<file path="src/rtl/rv_fpu_tag_buffer_pkg.sv">
// Shared types and default widths for the FPU tag allocator and its metadata store.
// Release outcomes are classified here so related blocks can use the same encoding.
package rv_fpu_tag_buffer_pkg;

    localparam int unsigned TAG_BUF_DEF_TAGW  = 2;
    localparam int unsigned TAG_BUF_DEF_DATAW = 64;

    typedef enum logic [1:0] {
        REL_NONE = 2'd0,
        REL_OK   = 2'd1,
        REL_BAD  = 2'd2
    } rel_kind_e;

    // Classify a release request against the occupancy of its target slot.
    function automatic rel_kind_e classify_release(input logic valid, input logic slot_used);
        rel_kind_e kind;
        if (!valid) begin
            kind = REL_NONE;
        end else if (slot_used) begin
            kind = REL_OK;
        end else begin
            kind = REL_BAD;
        end
        return kind;
    endfunction

endpackage

</file>
<file path="src/rtl/rv_priority_encoder.sv">
// Lowest-index-first priority encoder: returns the index of the lowest set request bit.
// valid_o is low and index_o is zero when no bit is set.
module rv_priority_encoder #(
    parameter int unsigned N = 4
) (
    input  logic [N-1:0]                       req_i,
    output logic [((N > 1) ? $clog2(N) : 1)-1:0] index_o,
    output logic                               valid_o
);
    localparam int unsigned IW = (N > 1) ? $clog2(N) : 1;

    // Scan from the top down so the lowest set bit wins.
    always_comb begin
        index_o = {IW{1'b0}};
        valid_o = 1'b0;
        for (int i = N - 1; i >= 0; i--) begin
            if (req_i[i]) begin
                index_o = IW'(i);
                valid_o = 1'b1;
            end else begin
                index_o = index_o;
            end
        end
    end

endmodule

</file>
<file path="src/rtl/rv_fpu_tag_buffer.sv">
// Tag allocator and metadata store in front of the FPU. Grants the lowest free tag,
// parks per-instruction metadata, and returns it (and frees the tag) when the result commits.
module rv_fpu_tag_buffer
    import rv_fpu_tag_buffer_pkg::*;
#(
    parameter int unsigned TAGW  = TAG_BUF_DEF_TAGW,
    parameter int unsigned DATAW = TAG_BUF_DEF_DATAW
) (
    input  logic             clk,
    input  logic             reset,
    input  logic             alloc_valid,
    input  logic [DATAW-1:0] alloc_data,
    output logic             alloc_ready,
    output logic [TAGW-1:0]  alloc_tag,
    input  logic             release_valid,
    input  logic [TAGW-1:0]  release_tag,
    output logic [DATAW-1:0] release_data,
    output logic [TAGW:0]    count,
    output logic             full,
    output logic             empty,
    output logic             err_release
);
    localparam int unsigned DEPTH = 2 ** TAGW;

    logic [DEPTH-1:0] used_q;
    logic [DEPTH-1:0] used_d;
    logic [TAGW:0]    count_q;
    logic [TAGW:0]    count_d;
    logic             err_q;
    logic             err_d;
    logic [DATAW-1:0] mem_q [DEPTH];

    logic [TAGW-1:0]  free_idx_s;
    logic             free_vld_s;
    logic             alloc_fire_s;
    rel_kind_e        rel_kind_s;

    // Tag choice looks only at the registered bitmap: a slot freed this cycle is not reusable until next cycle.
    rv_priority_encoder #(
        .N (DEPTH)
    ) u_free_enc (
        .req_i   (~used_q),
        .index_o (free_idx_s),
        .valid_o (free_vld_s)
    );

    assign full         = (count_q == (TAGW + 1)'(DEPTH));
    assign empty        = (count_q == {(TAGW + 1){1'b0}});
    assign count        = count_q;
    assign alloc_ready  = ~full;
    assign alloc_tag    = free_vld_s ? free_idx_s : {TAGW{1'b0}};
    assign err_release  = err_q;
    assign release_data = mem_q[release_tag];

    assign alloc_fire_s = alloc_valid & alloc_ready;
    assign rel_kind_s   = classify_release(release_valid, used_q[release_tag]);

    // Next occupancy, count and error flag; alloc and a valid release never share a slot.
    always_comb begin
        used_d  = used_q;
        count_d = count_q;
        err_d   = err_q;
        if (alloc_fire_s) begin
            used_d[alloc_tag] = 1'b1;
        end else begin
            used_d = used_d;
        end
        case (rel_kind_s)
            REL_OK:  used_d[release_tag] = 1'b0;
            REL_BAD: err_d = 1'b1;
            default: err_d = err_q;
        endcase
        case ({alloc_fire_s, rel_kind_s == REL_OK})
            2'b10:   count_d = count_q + (TAGW + 1)'(1);
            2'b01:   count_d = count_q - (TAGW + 1)'(1);
            default: count_d = count_q;
        endcase
    end

    // Control state with asynchronous reset.
    always_ff @(posedge clk or posedge reset) begin
        if (reset) begin
            used_q  <= {DEPTH{1'b0}};
            count_q <= {(TAGW + 1){1'b0}};
            err_q   <= 1'b0;
        end else begin
            used_q  <= used_d;
            count_q <= count_d;
            err_q   <= err_d;
        end
    end

    // Metadata storage is deliberately left unreset so it maps onto plain LUTRAM/flops.
    always_ff @(posedge clk) begin
        if (alloc_fire_s) begin
            mem_q[alloc_tag] <= alloc_data;
        end else begin
            mem_q[alloc_tag] <= mem_q[alloc_tag];
        end
    end

endmodule

</file>
<file path="config.mk">
export PLATFORM = sky130hd
export DESIGN_NAME = rv_fpu_tag_buffer
export DESIGN_NICKNAME = d
export VERILOG_FILES = /design/src/rtl/rv_fpu_tag_buffer_pkg.sv /design/src/rtl/rv_priority_encoder.sv /design/src/rtl/rv_fpu_tag_buffer.sv
export SDC_FILE = /design/constraint.sdc
export NUM_CORES = 1
export LEC_CHECK = 0
export BUFFER_PORTS_ARGS = -buffer_cell sky130_fd_sc_hd__buf_2
export CORE_AREA = 2 2 135 137
export CTS_CLUSTER_SIZE = 12
export DETAILED_ROUTE_END_ITERATION = 10
export DIE_AREA = 0 0 137 139
export GPL_TIMING_DRIVEN = 0
export HOLD_SLACK_MARGIN = 0.06
export MAX_ROUTING_LAYER = met4
export PLACE_DENSITY = 0.86
export SLEW_MARGIN = 10
export SYNTH_ARGS = -nofsm -noshare
export SYNTH_HDL_FRONTEND = slang
export SYNTH_SLANG_ARGS = --single-unit
</file>
<file path="constraint.sdc">
create_clock -name clk -period 6.5 [get_ports clk]
set_input_delay 1.3 -clock clk [delete_from_list [all_inputs] [get_ports clk]]
set_output_delay 1.3 -clock clk [all_outputs]
set_load 0.02 [all_outputs]
</file>
; Word-level counts from Yosys, hierarchy flattened
; Memory sizes are Yosys's and may differ from the RTL's.
; Cells that the tools add are included.
[word_totals]
reg_bits = 8
ramBits = 256
output_inout_bits = 73
word_cells = 52
memories = 1
[op_classes]
n_addsub = 2
magnitude_cmp = 4
eq_ne = 6
mux = 24
bitwise_logic = 7
reduce_logical = 5
[memory_table]
columns = name, words, word_bits, rd, rd_clocked_by_memory_dff, wr, line
row1 = mem_q, 4, 64, 1, 0, 1, rv_fpu_tag_buffer.sv:31  ; logic [DATAW-1:0] mem_q [DEPTH];
[ops]
columns = cell, n
row1 = $mux 64, 1
row2 = $mux 2, 7
row3 = $mux 1, 10
row4 = $mux 4, 2
row5 = $not 4->4, 2
row6 = $lt 2x3->1 const B, 2
row7 = $pmux 3 s2, 1
row8 = $and 4x4->4, 1
row9 = $demux 1 s2, 2
row10 = $eq 2x1->1 const B, 2
row11 = $eq 2x2->1 const B, 2
row12 = $ge 2x1->1 const B, 2
row13 = $or 4x4->4, 1
row14 = $add 3x1->3 const B, 1
row15 = $eq 3x3->1 const B, 1
row16 = $logic_not 3->1, 1
row17 = $sub 3x1->3 const B, 1
row18 = $bmux 1 s2, 1
row19 = $logic_and 1x1->1, 2
row20 = $reduce_and 2->1, 1
row21 = $reduce_bool 2->1, 1
row22 = $and 1x1->1, 1
row23 = $ne 0x0->1, 1
row24 = $not 1->1, 1
row25 = $or 1x1->1, 1

; Depth between registers and ports, before layout
[logic_depth]
ltp_word = 14
depth_mapped = 9

; Hierarchy
; From an unflattened synthesis, not the netlist that was laid out.
[hier_totals]
hier_cells = 393
hier_area_um2 = 9783.1
[by_module_without_submodules]
columns = module, n_inst, cells_per_inst, area_each_um2
row1 = rv_fpu_tag_buffer, 1, 386, 9748.1
row2 = rv_priority_encoder, 1, 7, 35.0

; Worst setup path after synthesis
; Ideal clock, no wire load.
[synth_path]
path_kind = input port to flip-flop
startpoint = input port alloc_valid
endpoint = memory mem_q[0][0] (netlist name) (enable)
setup_time_ns = 0.565
t_arrival_ns = 5.844
t_required_ns = 5.935
slack_ns = 0.091
path_stages = 3
n_path_buf = 0
cell_sequence = and2_4 > inv_1 > nor3_1
[synth_between]
elab_chain_len = 4
word_cells_on_any_way = 6
cone_classes = mux: 3 / bitwise: 2 / reduce/logical: 1
[synth_lines]
columns = element, line
row1 = from (decl), rv_fpu_tag_buffer.sv:11  ; input logic alloc_valid,
row2 = $and 1x1->1 *, rv_fpu_tag_buffer.sv:55  ; assign alloc_fire_s = alloc_valid & alloc_ready;
row3 = $mux 1 (on tied branches), "rv_fpu_tag_buffer.sv:95, rv_fpu_tag_buffer.sv:98"
row4 = $mux 1 (implied by the code) / $reduce_and 2->1 (equally long branches), n/a
row5 = $or 1x1->1 (no line) *, n/a
row6 = to (decl), rv_fpu_tag_buffer.sv:31
; Every way passes the cells marked *; elsewhere a longest branch is shown, timed or not.

; Worst setup path in the final report
[layout_path]
startpoint = input port release_tag[1]
endpoint = output port release_data[27]
[layout_between]
elab_chain_len = 1
[layout_lines]
columns = element, line
row1 = from (decl), rv_fpu_tag_buffer.sv:16  ; input logic [TAGW-1:0] release_tag,
row2 = $mem_v2 4x64, n/a
row3 = to (decl), rv_fpu_tag_buffer.sv:17  ; output logic [DATAW-1:0] release_data,
; Every way passes these cells.

==> flow_summary.json <==
{
  "core-area_mm2": 0.01766,
  "cts_setup_buffers": 0,
  "status": "finished, final reports clean",
  "dp.cells": 765,
  "clk_pin_slew_ns": 0.06,
  "p_leak_uw": 0.004072,
  "instances_no_fill": 811,
  "p_per_area_mw_per_mm2": 400.6,
  "cp.required_ns": 5.20,
  "gp_congestion": 0.7348,
  "vias_per_cell": 5.610,
  "grt_start_max_net_pins": 40,
  "cts_tree": "built",
  "synthTopCellsByArea": "edfxtp_1, mux4_2, dfrtp_1",
  "cts_root_buffer": "clkbuf_16",
  "maxSlewViolCount": 0,
  "syn_inst": 384,
  "relSlewSlack": 0.4307,
  "die_h_um": 139,
  "synth_top_area_cell": "edfxtp_1",
  "synth_warnings": 0,
  "grt.total_usage": 0.2028,
  "post-route-min-period_ns": 3.999,
  "hpwl_um": 11940,
  "clock-sinks": 264,
  "cp-end-kind": "output port",
  "fin_crit_sh": 0.6153,
  "startpoint": "release_tag[1]",
  "holdWs_ns": 0.5223,
  "die_x_um": 137,
  "ir_drop_uv": 296.2,
  "rsz0062_at_grt": "false",
  "detail_route.iter0.violations": 392,
  "crit_top_cell": "buf_2",
  "route.detailed.drc": 0,
  "ff2ff_path_depth": 6,
  "vias": 4550,
  "grt_pass1_vias": 4995,
  "reg2reg_to": "mem_q[0][9]",
  "stdcell_area_mm2": 0.01171,
  "finClkSkew_ns": 0.009834,
  "h-tree-depth": 1,
  "hold_viol": 0,
  "insertion_delay_ns": 0.51,
  "cts.path.max_buffers": 3,
  "portBuffers": 140,
  "start_util": 0.5512,
  "drive_above_1_share": 0.4578,
  "critPathMaxStageDelay_ns": 0.35,
  "crit_chain": "buf_2 -> buf_2 -> buf_2 -> mux4_2 -> buf_2",
  "setup_viol": 0,
  "ys_seq_area_frac": 0.8104,
  "grt_first_pass_wirelength_um": 28120,
  "tightest_slew_ns": 0.8494,
  "cts_buffers": 27,
  "syn_avg_cell_area_um2": 25.35,
  "synth_top_area_frac": 0.7898,
  "cts_resized": 0,
  "cp_slowest_cell": "mux4_2",
  "drt-total-wl_um": 18250,
  "p_total_uw": 4689,
  "ant_nets": 0,
  "placed_area_mm2": 0.01092,
  "r2r_slack_ns": 4.04,
  "crit_fanout": 10,
  "yosysUniqueCellTypes": 30,
  "synth-seq-cells": 264,
  "reg2reg_from": "count[2]",
  "num_io_pins": 143,
  "hold_class": "reg -> reg",
  "hold_buffers": 0,
  "hold_end": "err_release",
  "cap_violations": 0,
  "whs_path_depth": 1,
  "wl_per_cell_um": 22.51,
  "firstDrtPassIters": 4,
  "synth.net_count": 456,
  "crit_arrival_ns": 2.70,
  "path_class": "in -> out",
  "synth.cell_area_mm2": 0.009733,
  "cp-start-kind": "primary input",
  "syn_to_final_growth_pct": 20.26,
  "antenna_found_initial": 1,
  "die-area_mm2": 0.01904,
  "core.rowCount": 49,
  "min_from": "err_release",
  "max_freq_mhz": 250.0,
  "fin_nets": 637,
  "overflow": 0
}
## flip-flops by register name (all words and copies together) (netlist names)
register     flops
err_release      1
used_q           4
mem_q          256
count            3
## stage by stage
stage	TNS, ns	util	setup slack, ns
after floorplan	0	-	0.09136
after global placement	-225.13	0.6071	-3.255
after detailed placement	0	0.6185	2.454
after CTS	0	0.6628	2.456
after global routing	0	0.6629	2.427
final	0	0.6629	2.501
## layout by cell type (no fill, tap or decap), types with 3 or more instances in the layout
cell type  instances
clkinv_1           4
nand2_1            3
inv_1              7
edfxtp_1         256
buf_6              3
buf_12             6
clkbuf_16         27
clkbuf_1          14
o21ai_0            4
dfrtp_1            8
buf_4              8
buf_2            145
mux4_2            65
## final cells by class
class | instances | area [um^2]
flip-flops and latches | 264 | 7888
fillers | 1132 | 5952
multi-input cells | 97 | 1710
repair buffers | 152 | 875.8
clock buffers | 38 | 726.9
well taps | 229 | 286.5
plain buffers | 16 | 133.9
clock inverters | 7 | 55.05
inverters | 7 | 26.28
diodes | 1 | 2.502
## power breakdown
| part | leakage, uW | internal, uW | switching (uW) |
|---|---|---|---|
| Sequential | 0.00244 | 2290 | 106 |
| Combinational | 0.00125 | 347 | 568 |
| Clock | 0.000380 | 808 | 570 |
| Total | 0.00407 | 3450 | 1240 |
## layer usage
| layer | share of wire | GRT usage |
|---|---|---|
| met1 | 0.39 | 0.2555 |
| met2 | 0.52 | 0.3370 |
| met3 | 0.081 | 0.04934 |
| met4 | 0.013 | 0.04558 |
| met5 | 0 | - |
## synth_stat cells
cell and n:
inv_1 7, clkbuf_1 4, nand3b_1 1, mux4_2 65
nand2_1 3, nand2b_1 2, nor2_1 3, a21oi_1 1
nor3_1 2, and3_1 1, a32o_1 1, xnor2_1 1
buf_2 5, dfrtp_1 8, xor2_1 2, o21ai_0 4
or3b_4 1, o21bai_1 1, a21boi_0 1, nand3_1 2
mux2i_1 1, fa_1 1, edfxtp_1 256, and2_4 1
buf_12 3, buf_4 3, ha_1 1, o31ai_1 1
buf_6 1, and2_1 1
## how the worst max path moves through the flow
stage / endpoint / slack [ns] / cells past startpoint
floorplan: mem_q[0][0] / 0.09 / 3
global placement: mem_q[0][9] / -3.25 / 4
detailed placement: release_data[27] / 2.45 / 5
CTS: release_data[27] / 2.46 / 5
global route: release_data[37] / 2.43 / 5
finish: release_data[27] / 2.50 / 5
## worst max-delay path: cells and delay by family
| kind | cells | cell delay [ns] |
|---|---|---|
| mux | 1 | 0.35 |
| buf+inv | 4 | 1.05 |
## cell families (layout without fill, tap and decap cells)
kind of cell	after synthesis	count (layout)	share of synthesized area
flops	264	264	0.8104
mux	66	66	0.1514
buf+inv	23	220	0.01645
simple gates	17	17	0.009771
compound gates	9	9	0.005914
xor+xnor	3	3	0.002700
fa+ha+maj	2	2	0.003342
other cells	0	1	0
No activity file was read; power rests on OpenSTA's default activity.
